==> src/rtl/runway_dispatch_if.sv <==
// Runway dispatcher bus: approach-control requests in, runway command code out.
interface runway_dispatch_if;
  logic       req;
  logic       close_a;
  logic       close_b;
  logic       o3;
  logic       o2;
  logic       o1;
  logic       o0;
  logic       en;
  logic [2:0] pending;
  logic       req_ready;
  logic       done;
  logic       drop;

  modport master (
    output req, close_a, close_b,
    input  o3, o2, o1, o0, en, pending, req_ready, done, drop
  );

  modport slave (
    input  req, close_a, close_b,
    output o3, o2, o1, o0, en, pending, req_ready, done, drop
  );
endinterface

==> src/rtl/runway_dispatch.sv <==
// Runway dispatcher: queues landing requests and grants runways A/B round-robin,
// holding each runway code on the bus for HOLD cycles, or WAIT when both are closed.
module runway_dispatch #(
  parameter int unsigned HOLD  = 16,
  parameter int unsigned DEPTH = 4
) (
  input logic            clk,
  input logic            rst,
  runway_dispatch_if.slave bus
);

  typedef enum logic [1:0] {IDLE, SEND_A, SEND_B, SEND_W} state_t;

  localparam logic [3:0] HOLD_LAST = 4'(HOLD - 1);
  localparam logic [2:0] DEPTH_C   = 3'(DEPTH);
  localparam logic [3:0] CODE_A    = 4'b1010;
  localparam logic [3:0] CODE_B    = 4'b1011;
  localparam logic [3:0] CODE_W    = 4'b1101;

  state_t     state_q, state_d;
  logic [3:0] hold_q, hold_d;
  logic [2:0] pending_q, pending_d;
  logic       last_b_q, last_b_d;
  logic       en_q, en_d;
  logic [3:0] code_q, code_d;
  logic       done_q, done_d;
  logic       drop_q, drop_d;
  logic       slot_end;
  logic       full;

  // Prefer the runway not used last if open, else the other, else WAIT.
  function automatic state_t pick(input logic last_b, input logic ca, input logic cb);
    state_t s;
    s = SEND_W;
    if (last_b) begin
      if (!ca)      s = SEND_A;
      else if (!cb) s = SEND_B;
    end else begin
      if (!cb)      s = SEND_B;
      else if (!ca) s = SEND_A;
    end
    return s;
  endfunction

  assign slot_end = ((state_q == SEND_A) || (state_q == SEND_B)) && (hold_q == HOLD_LAST);
  assign full     = (pending_q == DEPTH_C);

  // Queue occupancy: accept, drop, or retire; a req coinciding with a retire cancels out.
  always_comb begin
    pending_d = pending_q;
    drop_d    = 1'b0;
    if (bus.req && !slot_end) begin
      if (full) drop_d    = 1'b1;
      else      pending_d = pending_q + 3'd1;
    end else if (!bus.req && slot_end) begin
      pending_d = pending_q - 3'd1;
    end
  end

  // Next state, hold counter, round-robin flag and registered-output values.
  // An unresolved WAIT falls back to IDLE for one cycle, which yields the 0000 gap
  // and re-enters WAIT (or a runway, if one reopened) on the following edge.
  always_comb begin
    state_d  = state_q;
    hold_d   = '0;
    last_b_d = last_b_q;
    case (state_q)
      IDLE: begin
        if (pending_d != 3'd0) state_d = pick(last_b_q, bus.close_a, bus.close_b);
      end
      SEND_A, SEND_B: begin
        if (slot_end) begin
          last_b_d = (state_q == SEND_B);
          state_d  = (pending_d != 3'd0) ? pick(last_b_d, bus.close_a, bus.close_b) : IDLE;
        end else begin
          hold_d = hold_q + 4'd1;
        end
      end
      SEND_W: begin
        if (!bus.close_a || !bus.close_b) state_d = pick(last_b_q, bus.close_a, bus.close_b);
        else if (hold_q == HOLD_LAST)     state_d = IDLE;
        else                              hold_d  = hold_q + 4'd1;
      end
      default: state_d = IDLE;
    endcase

    en_d = (state_d != IDLE);
    case (state_d)
      SEND_A:  code_d = CODE_A;
      SEND_B:  code_d = CODE_B;
      SEND_W:  code_d = CODE_W;
      default: code_d = '0;
    endcase
    done_d = ((state_d == SEND_A) || (state_d == SEND_B)) && (hold_d == HOLD_LAST);
  end

  // State and registered outputs; reset abandons any slot without a done pulse.
  always_ff @(posedge clk) begin
    if (rst) begin
      state_q   <= IDLE;
      hold_q    <= '0;
      pending_q <= '0;
      last_b_q  <= 1'b1;
      en_q      <= 1'b0;
      code_q    <= '0;
      done_q    <= 1'b0;
      drop_q    <= 1'b0;
    end else begin
      state_q   <= state_d;
      hold_q    <= hold_d;
      pending_q <= pending_d;
      last_b_q  <= last_b_d;
      en_q      <= en_d;
      code_q    <= code_d;
      done_q    <= done_d;
      drop_q    <= drop_d;
    end
  end

  assign {bus.o3, bus.o2, bus.o1, bus.o0} = code_q;
  assign bus.en        = en_q;
  assign bus.pending   = pending_q;
  assign bus.req_ready = (pending_q < DEPTH_C);
  assign bus.done      = done_q;
  assign bus.drop      = drop_q;

endmodule

==> src/flat_wrapper.sv <==
// flat-port wrapper written by rule: the top's interface ports become plain ports
module runway_dispatch_flat 
#(
  parameter int unsigned HOLD  = 16,
  parameter int unsigned DEPTH = 4
)
  (clk, rst, bus_req, bus_close_a, bus_close_b, bus_o3, bus_o2, bus_o1, bus_o0, bus_en, bus_pending, bus_req_ready, bus_done, bus_drop);
  runway_dispatch_if bus_i ();
  input logic clk;
  input logic rst;
  input wire logic [$bits(bus_i.req)-1:0] bus_req;
  input wire logic [$bits(bus_i.close_a)-1:0] bus_close_a;
  input wire logic [$bits(bus_i.close_b)-1:0] bus_close_b;
  output wire logic [$bits(bus_i.o3)-1:0] bus_o3;
  output wire logic [$bits(bus_i.o2)-1:0] bus_o2;
  output wire logic [$bits(bus_i.o1)-1:0] bus_o1;
  output wire logic [$bits(bus_i.o0)-1:0] bus_o0;
  output wire logic [$bits(bus_i.en)-1:0] bus_en;
  output wire logic [$bits(bus_i.pending)-1:0] bus_pending;
  output wire logic [$bits(bus_i.req_ready)-1:0] bus_req_ready;
  output wire logic [$bits(bus_i.done)-1:0] bus_done;
  output wire logic [$bits(bus_i.drop)-1:0] bus_drop;
  assign bus_i.req = bus_req;
  assign bus_i.close_a = bus_close_a;
  assign bus_i.close_b = bus_close_b;
  assign bus_o3 = bus_i.o3;
  assign bus_o2 = bus_i.o2;
  assign bus_o1 = bus_i.o1;
  assign bus_o0 = bus_i.o0;
  assign bus_en = bus_i.en;
  assign bus_pending = bus_i.pending;
  assign bus_req_ready = bus_i.req_ready;
  assign bus_done = bus_i.done;
  assign bus_drop = bus_i.drop;
  runway_dispatch #(.HOLD(HOLD), .DEPTH(DEPTH)) u_core (.clk(clk), .rst(rst), .bus(bus_i));
endmodule
==> config.mk <==
export PLATFORM = sky130hd
export DESIGN_NAME = runway_dispatch_flat
export DESIGN_NICKNAME = d
export VERILOG_FILES = /design/src/rtl/runway_dispatch_if.sv /design/src/rtl/runway_dispatch.sv /design/src/flat_wrapper.sv
export SDC_FILE = /design/constraint.sdc
export NUM_CORES = 1
export LEC_CHECK = 0
export ABC_AREA = 1
export BUFFER_PORTS_ARGS = -buffer_cell sky130_fd_sc_hd__buf_2
export CAP_MARGIN = 10
export CELL_PAD_IN_SITES_DETAIL_PLACEMENT = 1
export CELL_PAD_IN_SITES_GLOBAL_PLACEMENT = 2
export CORE_MARGIN = 2
export CORE_UTILIZATION = 28
export DETAILED_ROUTE_END_ITERATION = 6
export PLACE_DENSITY = 0.74
export SYNTH_ARGS = -nofsm -noshare
export SYNTH_HDL_FRONTEND = slang
export SYNTH_SLANG_ARGS = --single-unit
==> constraint.sdc <==
create_clock -name clk -period 2.28 [get_ports clk]
set_input_delay 0.114 -clock clk [delete_from_list [all_inputs] [get_ports clk]]
set_output_delay 0.114 -clock clk [all_outputs]
set_load 0.03 [all_outputs]
== Word-level counts from Yosys, hierarchy flattened ==
Index checks and enable logic that the tools add are counted.

* Register bits: 17
* Bits in latches: 0
* RAM bits: 0
* ROM bits: 0
* Input bits: 5
* Output and inout bits: 11
* Logic and storage cells: 60
* Memories: 0

* $add $sub $neg: 3
* Multipliers: 0
* Divide/modulo/power cells: 0
* Order comparisons: 1
* Eq/ne operators: 9
* Shift-type cells: 0
* Multiplexer cells: 21
* Bitwise operators: 1
* Reductions and logical operators: 17

{| class="wikitable"
|+ Operators by type and width
! operator !! count
|-
| $mux W2 || 10
|-
| $mux W4 || 3
|-
| $pmux W4 S3 || 1
|-
| $mux W3 || 3
|-
| $eq A2 B2 Y1 const B || 4
|-
| $eq A4 B4 Y1 const B || 2
|-
| $pmux W4 S2 || 1
|-
| $pmux W2 S3 || 1
|-
| $add A4 B1 Y4 const B || 1
|-
| $eq A2 B1 Y1 const B || 2
|-
| $logic_and A1 B1 Y1 || 4
|-
| $logic_not A1 Y1 || 4
|-
| $reduce_or A2 Y1 || 2
|-
| $add A3 B1 Y3 const B || 1
|-
| $eq A3 B3 Y1 const B || 1
|-
| $logic_or A1 B1 Y1 || 3
|-
| $lt A3 B3 Y1 const B || 1
|-
| $reduce_bool A3 Y1 || 1
|-
| $sub A3 B1 Y3 const B || 1
|-
| $logic_not A2 Y1 || 1
|-
| $mux W1 || 2
|-
| $reduce_and A2 Y1 || 1
|-
| $reduce_bool A2 Y1 || 1
|-
| $not A1 Y1 || 1
|}

== Depth between registers and ports, before layout ==
Gate-level depths: netlist of the first run.

* Word-level depth: 13
* Depth in mapped cells: 19
* Mapped depth without buffers: 19

== Worst setup path after synthesis of the first run ==
Ideal clock, no wire load.

* Kind: reg-to-reg
* Start: reg u_core.pending_q[0] (netlist: u_core.bus.pending[0])
* End: reg u_core.done_q (netlist: u_core.bus.done)
* Library setup time: 0.092 ns
* Arrival time: 2.420 ns
* Required time: 2.188 ns
* Setup slack: -0.232 ns
* Stages on the path, launching flop included: 17
* Path buffers: 0
* Clock period less this slack: 2.512 ns
* Cell sequence: dfxtp_1 inv_1 ha_1 nand3b_1 nand2_1 nor2_2 nand3_4 nand2_1 nand2_1 nand2_1 nand2_1 nand2_2 inv_1 ha_1 nor2_1 nand4_1 nor4_1

* Cells in the longest elaborated chain, start to end: 10
* Elaborated cells on any way between the ends: 15
* Classes of those cells: 2 x add/sub; 3 x eq/ne; 7 x mux; 3 x reduce/logical

{| class="wikitable"
|+ Ends and longest elaborated chain
! what !! RTL line !! RTL
|-
| start, declared || runway_dispatch.sv:22 || <nowiki>logic [2:0] pending_q, pending_d;</nowiki>
|-
| start signal, assigned || runway_dispatch.sv:111 || <nowiki>pending_q <= pending_d;</nowiki>
|-
| $sub A3 B1 Y3, or another cell as far along || runway_dispatch.sv:56 || <nowiki>pending_d = pending_q - 3'd1;</nowiki>
|-
| $mux W3, on equally long branches || runway_dispatch.sv:55, runway_dispatch.sv:53 ||
|-
| $mux W3 (*) || runway_dispatch.sv:52 || <nowiki>if (bus.req && !slot_end) begin</nowiki>
|-
| $reduce_bool A3 Y1 (*) || runway_dispatch.sv:69, runway_dispatch.sv:74 ||
|-
| $mux W2 || runway_dispatch.sv:74 || <nowiki>state_d = (pending_d != 3'd0) ? pick(last_b_d, bus.close_a, bus.close_b) : IDLE;</nowiki>
|-
| $mux W2 || runway_dispatch.sv:72 || <nowiki>if (slot_end) begin</nowiki>
|-
| $pmux W2 S3 (*) || runway_dispatch.sv:67 || <nowiki>case (state_q)</nowiki>
|-
| via u_core.state_d[1] || runway_dispatch.sv:20 || <nowiki>state_t state_q, state_d;</nowiki>
|-
| $eq A2 B1 Y1 or $eq A2 B2 Y1 (tied branches) || runway_dispatch.sv:94 || <nowiki>done_d = ((state_d == SEND_A) || (state_d == SEND_B)) && (hold_d == HOLD_LAST);</nowiki>
|-
| $logic_or A1 B1 Y1 (*) || runway_dispatch.sv:94 ||
|-
| $logic_and A1 B1 Y1 (*) || runway_dispatch.sv:94 ||
|-
| end signal, assigned || runway_dispatch.sv:115 || <nowiki>done_q <= done_d;</nowiki>
|-
| end, declared || runway_dispatch.sv:26 || <nowiki>logic done_q, done_d;</nowiki>
|}

Mark *: on every way through the listed nets, which the timed path passes. The rest lies on a longest branch.
A chain may end at the register's enable or synchronous reset.

== Final worst setup path of the first run ==
* Start: reg u_core.state_q[0]
* End: reg u_core.done_q (netlist: u_core.bus.done)

* Cells in the longest elaborated chain, start to end: 13
* Elaborated cells on any way between the ends: 27
* Classes of those cells: 6 x eq/ne; 11 x mux; 10 x reduce/logical

{| class="wikitable"
|+ Ends and longest elaborated chain
! what !! RTL line !! RTL
|-
| start, declared || runway_dispatch.sv:20 ||
|-
| start signal, assigned || runway_dispatch.sv:109 || <nowiki>state_q <= state_d;</nowiki>
|-
| $eq A2 B1 Y1 or $eq A2 B2 Y1 (tied branches) || runway_dispatch.sv:45, runway_dispatch.sv:67, runway_dispatch.sv:73 ||
|-
| $logic_or A1 B1 Y1 || runway_dispatch.sv:45 || <nowiki>assign slot_end = ((state_q == SEND_A) || (state_q == SEND_B)) && (hold_q == HOLD_LAST);</nowiki>
|-
| $logic_and A1 B1 Y1 || runway_dispatch.sv:45 ||
|-
| $logic_and A1 B1 Y1 or $logic_not A1 Y1 (tied branches) || runway_dispatch.sv:55, runway_dispatch.sv:52 ||
|-
| $mux W3 or $logic_and A1 B1 Y1 (tied branches) || runway_dispatch.sv:55, runway_dispatch.sv:52 ||
|-
| $mux W3 || runway_dispatch.sv:52 ||
|-
| $reduce_bool A3 Y1 || runway_dispatch.sv:69, runway_dispatch.sv:74 ||
|-
| $mux W2 || runway_dispatch.sv:74 ||
|-
| $mux W2 || runway_dispatch.sv:72 ||
|-
| $pmux W2 S3 (*) || runway_dispatch.sv:67 ||
|-
| via u_core.state_d[1] || runway_dispatch.sv:20 ||
|-
| $eq A2 B1 Y1 or $eq A2 B2 Y1 (tied branches) || runway_dispatch.sv:94 ||
|-
| $logic_or A1 B1 Y1 (*) || runway_dispatch.sv:94 ||
|-
| $logic_and A1 B1 Y1 (*) || runway_dispatch.sv:94 ||
|}

Marks and branches as above.

==> flow_summary.yaml, run 1 <==
critical_path:
  r2r-start: "u_core.state_q[0]"
  cp.arrival_ps: 2630
  slowest_stage: "dfxtp_2"
  reg2reg_depth: 17
  crit_path_end_kind: "flop"
  cp_max_fo: 5
  slowest_delay_ps: 360
  r2r_end: "u_core.bus.done"
  critPathKind: "reg2reg"
  crit_chain: "inv_2 -> ha_4 -> nand4_1 -> nand2_1 -> nand2_1 -> nor2_2 -> nor2_4 -> nand3_4 -> nand2_2 -> o21ai_2 -> nand2_1 -> nand2_2 -> inv_2 -> ha_4 -> nor2_4 -> nand4_1 -> nor4_2"
  cp-start-kind: "flop"
  required_ps: 2500
  r2r_setup_slack_ps: -140
  path_common_cell: "nand2_1"
power:
  internal_power_mw: 0.911
  power_frac_clock_pct: 10.8
  pwr-share-comb_pct: 64.6
  ir_worst_vdd_mv: 0.552
  power_density_nw_per_um2: 1060
  finalPower_mw: 1.60
  p_sw_mw: 0.685
  leakagePower_nw: 0.705
  sequentialPowerShare_pct: 24.6
  swShare_pct: 42.9
grt:
  grt_remaining_overflow: 0
  grt_first_pass_wirelength_um: 5030
  antenna_found_initial: 0
  grt_max_degree: 16
  first_global_vias: 1151
  gr-usage-all-layers_pct: 15.8
finish:
  drive_gt1_share_pct: 50.6
  fillers: 418
  postLayoutCoreUtil_pct: 44.4
  design_area_sq_um: 1510
  fin_cells: 224
  nets: 195
  area_growth_pct: 51.3
  final_cell_mix: "26 x buf_4, 22 x nand2_1, 15 x buf_2"
  mostFrequentLayoutCell: "buf_4"
  antenna_cells: 0
sta:
  max_freq_mhz: 414
  hold_viol: 0
  rsz0062_at_grt: "true"
  worstMarginPinSlew_ps: 413
  clock_skew_ps: 7.32
  finalSetupTns_ps: -269
  setup_violations: 3
  relSlewSlack_pct: 72.2
  setup_ws_ps: -136
  final.min_clock_period_ps: 2420
  period_share_pct: 106
  drv_slew: 0
place:
  io_buffer_count: 15
  dpl_cell_area_sq_um: 1310
  dpl.cell_count: 213
  hpwl_um: 2210
  gp_congestion: 0.828
cts:
  clock-sinks: 17
  cts_tree: "yes"
  clockBufferDepth: 2
  htree_levels: 1
  cts_buffers: 3
  cts.root.buffer_cell: "clkbuf_4"
  cts.hold.buffers_added: 0
  clkLatencyLatePin_ps: 300
  path_clk_slew_ps: 110
run_status:
  violations: "negative setup slack"
  status: "complete, but fails checks"
floorplan:
  rows: 21
  io_pins: 16
  core-area_sq_um: 3390
  die_w_um: 63.6
  start_util_pct: 29.4
  die_h_um: 63.6
  dieArea_sq_um: 4050
worst_hold_path:
  hold_start: "rst"
  min_path_cells: 2
  min_delay_worst_endpoint: "u_core.code_q[2]"
  hold_path_class: "in2reg"
synthesis:
  syn_nets: 149
  yosys_warnings: 0
  synth_adder_area_share_pct: 13.8
  synthSimpleGateAreaFrac_pct: 37.8
  synth_area_leaders: "dfxtp_1 34%, ha_1 14%, nand2_1 9.4%"
  ys_seq_area_share_pct: 34.2
  syn_area_sq_um: 996
  synth_top_family_by_area: "simple AND/OR/NAND/NOR gates"
  syn_avg_cell_area_sq_um: 7.49
  synth-seq-cells: 17
  synth-xor-area-share_pct: 0.879
  synth.distinct_cells: 27
  muxShareOfSynthArea_pct: 0
  synthCells: 133
  synth.top_cell.area_share_pct: 34.2
  yosysTopAreaCell: "dfxtp_1"
  synth_compound_area_share_pct: 6.78
route:
  vias_per_cell: 4.67
  vias: 1045
  wl_per_cell_um: 13.3
  ant_nets: 0
  routed_wl_um: 2990
  drt_pass1_iterations: 4
  drcViolationCount: 0
  drtIter0Drc: 24
flow_run:
  maxCapViolations: 0
## state kept, by name, indices dropped and copies added (netlist names)
name	count
u_core.code_q	4
u_core.bus.done	1
u_core.bus.en	1
u_core.hold_q	4
u_core.last_b_q	1
u_core.state_q	2
u_core.bus.pending	3
u_core.bus.drop	1
## layer usage
layer	vias up	wire [um]	global-route usage [%]
li1	526	-	-
met1	501	1240	17.2
met2	16	1670	30.9
met3	2	59	1.61
met4	0	15	5.71
met5	-	0	0
## stage by stage
step / hold slack (ps) / worst slack, ps
2_1_floorplan: 192 / 23.1
3_3_place_gp: 486 / -134
3_5_place_dp: 495 / -189
4_1_cts: 177 / -140
5_1_grt: 205 / -354
6_report: 194 / -136
## what timing repair did
| action | CTS | global route |
|---|---|---|
| resized for setup | 9 | 19 |
| buffers inserted | 4 | 4 |
| setup endpoints to repair | 2 | 6 |
| pin swaps | 10 | 13 |
## power groups by stage
stage / combinational, mW / clock [mW] / sequential (mW)
final: 1.03 / 0.172 / 0.393
after global routing: 1.14 / 0.190 / 0.399
after CTS: 0.907 / 0.176 / 0.395
after detailed placement: 0.767 / 0 / 0.394
after global placement: 0.745 / 0 / 0.393
after floorplan: 0.365 / 0 / 0.482
## worst max path at each step
stage                                  from               to  slack [ps]  depth (start not counted)
final                     u_core.state_q[0]  u_core.bus.done        -140                         17
after global routing      u_core.state_q[0]  u_core.bus.done        -350                         17
after CTS                 u_core.state_q[0]  u_core.bus.done        -140                         14
after detailed placement   u_core.hold_q[0]  u_core.bus.done        -190                         18
after global placement     u_core.hold_q[0]  u_core.bus.done        -130                         18
after floorplan           u_core.state_q[1]  u_core.bus.done          20                         19
## Yosys cell counts, drive strengths merged
master,instances
nand2,29
nor2,21
dfxtp,17
inv,15
nand3,13
ha,11
a21oi,4
nand4,4
nor3,4
o21ai,4
a31oi,2
or2,2
a211oi,1
buf,1
clkbuf,1
nand3b,1
nor4,1
o21a,1
xor2,1
## worst max-delay path: cells and delay by family (launching register included)
| kind | cells | cell delay, ps |
|---|---|---|
| and+or+nand+nor | 12 | 1270 |
| adders and majority gates | 2 | 530 |
| DFF | 1 | 360 |
| buffers and inverters | 2 | 100 |
| AOI/OAI and AO/OA | 1 | 70 |
## kinds of logic after synthesis
family / count (synthesis)
simple gates: 75
flops: 17
buf+inv: 17
compound gates: 12
xor+xnor: 1
fa+ha+maj: 11
## layout make-up
type / count / area, sq um / area share (%)
Multi-Input combinational cell: 99 / 716 / 47.5
Sequential cell: 17 / 352 / 23.3
Timing Repair Buffer: 43 / 293 / 19.4
Inverter: 15 / 61.3 / 4.07
Tap cell: 46 / 57.6 / 3.82
Clock buffer: 3 / 22.5 / 1.50
Clock inverter: 1 / 5.00 / 0.332
No activity file was read; power rests on OpenSTA's default activity.
==> inputs of run 2 (changes only) <==
Settings changed: RECOVER_POWER from default to 100.
==> flow_summary.yaml, run 2 (synthesis results as in run 1) <==
worst_hold_path:
  hold_path_class: "in2reg"
route:
  vias_per_cell: 4.67
  drcViolationCount: 0
  vias: 1045
  ant_nets: 0
  wl_per_cell_um: 13.3
  drt_pass1_iterations: 4
  drtIter0Drc: 24
  routed_wl_um: 2990
place:
  dpl_cell_area_sq_um: 1310
  io_buffer_count: 15
  gp_congestion: 0.828
  hpwl_um: 2210
cts:
  htree_levels: 1
  clock-sinks: 17
  cts_buffers: 3
  clockBufferDepth: 2
  cts.root.buffer_cell: "clkbuf_4"
  clkLatencyLatePin_ps: 300
  path_clk_slew_ps: 110
  cts_tree: "yes"
floorplan:
  dieArea_sq_um: 4050
  die_h_um: 63.6
  die_w_um: 63.6
  core-area_sq_um: 3390
  rows: 21
  start_util_pct: 29.4
  io_pins: 16
power:
  power_frac_clock_pct: 10.8
  leakagePower_nw: 0.670
  internal_power_mw: 0.899
  p_sw_mw: 0.685
  pwr-share-comb_pct: 64.3
  swShare_pct: 43.2
  ir_worst_vdd_mv: 0.552
  power_density_nw_per_um2: 1060
  finalPower_mw: 1.58
  sequentialPowerShare_pct: 24.9
sta:
  finalSetupTns_ps: -271
  hold_viol: 0
  setup_violations: 3
  drv_slew: 0
  clock_skew_ps: 6.48
  setup_ws_ps: -137
  max_freq_mhz: 414
  relSlewSlack_pct: 72.2
  period_share_pct: 106
  final.min_clock_period_ps: 2420
  worstMarginPinSlew_ps: 413
  rsz0062_at_grt: "true"
grt:
  grt_max_degree: 16
  first_global_vias: 1151
  antenna_found_initial: 0
  grt_remaining_overflow: 0
  grt_first_pass_wirelength_um: 5030
  gr-usage-all-layers_pct: 15.8
critical_path:
  cp.arrival_ps: 2630
  cp_max_fo: 5
  cp-start-kind: "flop"
  required_ps: 2500
  crit_path_end_kind: "flop"
  critPathKind: "reg2reg"
finish:
  nets: 195
  fillers: 420
  design_area_sq_um: 1490
  antenna_cells: 0
  mostFrequentLayoutCell: "buf_4"
  area_growth_pct: 50.0
  drive_gt1_share_pct: 44.9
  postLayoutCoreUtil_pct: 44.1
  final_cell_mix: "26 x buf_4, 22 x nand2_1, 11 x nor2_1"
run_status:
  violations: "negative setup slack"
  status: "complete, but fails checks"
flow_run:
  maxCapViolations: 0
-- run 2: repair_timing --
action,in CTS,in global routing
endpoints found under the setup margin,2,6
hold buffers,0,0
buffers inserted,4,4
pin swaps,10,13
resized for setup,9,19
-- run 2: worst paths after layout --
path / from / end / slack, ps / depth (start not counted)
worst max-delay path: u_core.state_q[0] / u_core.bus.done / -140 / 17
worst min-delay path: rst / u_core.code_q[2] / 190 / 2
worst max register to register: u_core.state_q[0] / u_core.bus.done / -140 / 17
worst min register to register: u_core.last_b_q / u_core.last_b_q / 510 / 2
-- run 2: worst max-delay path: stages, from the launching register on --
cell and delay (ps):
dfxtp_2 360, inv_2 50, ha_4 290, nand4_1 170
nand2_1 160, nand2_1 80, nor2_2 150, nor2_4 60
nand3_4 90, nand2_2 60, o21ai_2 70, nand2_1 80
nand2_2 80, inv_2 50, ha_4 240, nor2_4 80
nand4_1 110, nor4_2 150
-- run 2: area by class of cell --
| cell class | count | area [sq um] | share of cell area, % |
|---|---|---|---|
| clock buffers | 3 | 22.5 | 1.51 |
| well taps | 46 | 57.6 | 3.85 |
| flip-flops and latches | 17 | 352 | 23.5 |
| inverters | 15 | 61.3 | 4.10 |
| repair buffers | 43 | 280 | 18.8 |
| multi-input cells | 99 | 716 | 47.9 |
| clock inverters | 1 | 5.00 | 0.335 |
-- run 2: power by group through the flow --
stage	logic [mW]	clock network, mW	registers, mW
finish	1.02	0.171	0.394
global route	1.13	0.190	0.400
CTS	0.907	0.176	0.395
detailed placement	0.767	0	0.394
global placement	0.745	0	0.393
floorplan	0.365	0	0.482
-- run 2: per-layer routing --
metal  GRT usage (%)  vias up  wire [um]  share of wire, %
met5               0        -          0                 0
met4            5.71        0         15              0.50
met3            1.61        2         59               2.0
met2            30.9       16       1670                56
met1            17.2      501       1240                42
li1                -      526          -                 -
-- run 2: through the flow --
step / cells / hold WS, ps / setup WS [ps]
finish: 224 / 195 / -137
global route: 224 / 205 / -354
global placement: 213 / 486 / -134
detailed placement: 213 / 495 / -189
CTS: 221 / 177 / -140
floorplan: 133 / 192 / 23.1
==> inputs of run 3 (changes only) <==
Settings changed: CORE_UTILIZATION 28 to 33, GPL_TIMING_DRIVEN from default to 0, PLACE_DENSITY 0.74 to 0.82.
Clock period 2.28 ns to 2.86 ns, I/O delays scaled along.
==> flow_summary.yaml, run 3 (synthesis results as in run 1) <==
run_status:
  status: "complete, but fails checks"
  violations: "design-rule violations"
power:
  ir_worst_vdd_mv: 0.361
  power_density_nw_per_um2: 806
  finalPower_mw: 0.958
  leakagePower_nw: 0.530
critical_path:
  r2r_end: "u_core.bus.done"
  cp.arrival_ps: 2830
  critPathKind: "reg2reg"
  crit_path_end_kind: "flop"
  r2r-start: "u_core.hold_q[0]"
  required_ps: 3080
  r2r_setup_slack_ps: 250
  reg2reg_depth: 16
  cp-start-kind: "flop"
  cp_max_fo: 5
cts:
  clock-sinks: 17
  cts_buffers: 3
  cts_tree: "yes"
  clkLatencyLatePin_ps: 300
  htree_levels: 1
  clockBufferDepth: 2
  cts.root.buffer_cell: "clkbuf_4"
  path_clk_slew_ps: 110
worst_hold_path:
  hold_start: "rst"
  hold_path_class: "in2reg"
  min_path_cells: 2
  min_delay_worst_endpoint: "u_core.code_q[1]"
floorplan:
  start_util_pct: 35.5
  io_pins: 16
  die_h_um: 58.9
  rows: 19
  dieArea_sq_um: 3470
  die_w_um: 58.9
  core-area_sq_um: 2810
sta:
  setup_violations: 0
  rsz0062_at_grt: "false"
  drv_slew: 0
  hold_viol: 0
  relSlewSlack_pct: 67.5
  max_freq_mhz: 383
  finalSetupTns_ps: 0
  final.min_clock_period_ps: 2610
  period_share_pct: 91.3
  timing.hold.ws_ps: 104
  worstMarginPinSlew_ps: 487
  clock_skew_ps: 9.51
route:
  drt_pass1_iterations: 6
  drcViolationCount: 1
  ant_nets: 0
  wl_per_cell_um: 13.0
  drtIter0Drc: 25
  vias_per_cell: 4.92
  vias: 911
  routed_wl_um: 2410
finish:
  mostFrequentLayoutCell: "nand2_1"
  fin_cells: 185
  fillers: 377
  design_area_sq_um: 1190
  nets: 171
  final_cell_mix: "24 x nand2_1, 15 x dfxtp_1, 14 x inv_1, 14 x nor2_1, 12 x clkbuf_1"
  drive_gt1_share_pct: 20.1
  area_growth_pct: 19.3
  multi_input_area_sq_um: 633
  antenna_cells: 0
  seqCellArea_sq_um: 345
grt:
  grt_first_pass_wirelength_um: 3940
  gr-usage-all-layers_pct: 14.9
  antenna_found_initial: 0
  first_global_vias: 888
  grt_max_degree: 12
  grt_remaining_overflow: 0
place:
  dpl.cell_count: 179
  io_buffer_count: 15
  hpwl_um: 1880
  dpl_cell_area_sq_um: 1110
  gp_congestion: 0.805
flow_run:
  maxCapViolations: 0
run 3: critical path, cell delays in order (launching register included):
cell	delay (ps)
dfxtp_1	420
ha_4	190
nand2_1	60
nor2_1	130
nand3_1	160
nor2_1	140
nor2_1	80
nor2_4	160
nand3_4	100
o21ai_0	160
nand2_1	80
nand2_2	110
inv_1	70
ha_1	300
nor2_2	120
nand4_1	100
nor4_1	160
run 3: area by class of cell:
type,instances,share of cell area (%)
inverters,15,4.74
clock buffers,3,1.89
well taps,31,3.26
multi-input cells,99,53.3
flip-flops and latches,17,29.1
repair buffers,17,6.42
clock inverters,1,0.632
plain buffers,2,0.737
run 3: metal layers:
| metal | share of wire [%] | global-route usage [%] | vias to the layer above |
|---|---|---|---|
| li1 | - | - | 471 |
| met1 | 47 | 18.0 | 427 |
| met2 | 49 | 26.3 | 11 |
| met3 | 3.3 | 3.96 | 2 |
| met4 | 0.71 | 2.92 | 0 |
| met5 | 0 | 0 | - |
run 3: stage by stage:
stage,util [%],setup slack (ps)
floorplan,-,348
global placement,39.6,-35.0
detailed placement,39.6,-71.5
CTS,40.8,26.7
global route,42.4,39.2
finish,42.4,248
run 3: repair_timing:
action,in CTS,in global routing
hold buffers,0,0
hold endpoints to repair,0,0
pin swaps,0,6
resized for setup,3,10
endpoints found under the setup margin,1,1
setup buffers,0,2
run 3: report_power, final:
part           internal (mW)  leakage, nW  switching [mW]
sequential             0.291        0.140          0.0310
combinational          0.177        0.376           0.323
clock                 0.0532       0.0139          0.0822
run 3: worst max-delay path by stage:
stage,startpoint,endpoint,slack (ps),depth (start not counted)
floorplan,u_core.bus.pending[0],u_core.bus.done,350,16
global placement,u_core.state_q[0],u_core.bus.done,-30,19
detailed placement,u_core.state_q[0],u_core.bus.done,-70,19
CTS,u_core.state_q[0],u_core.bus.done,30,17
global route,u_core.hold_q[0],u_core.bus.done,40,16
finish,u_core.hold_q[0],u_core.bus.done,250,16
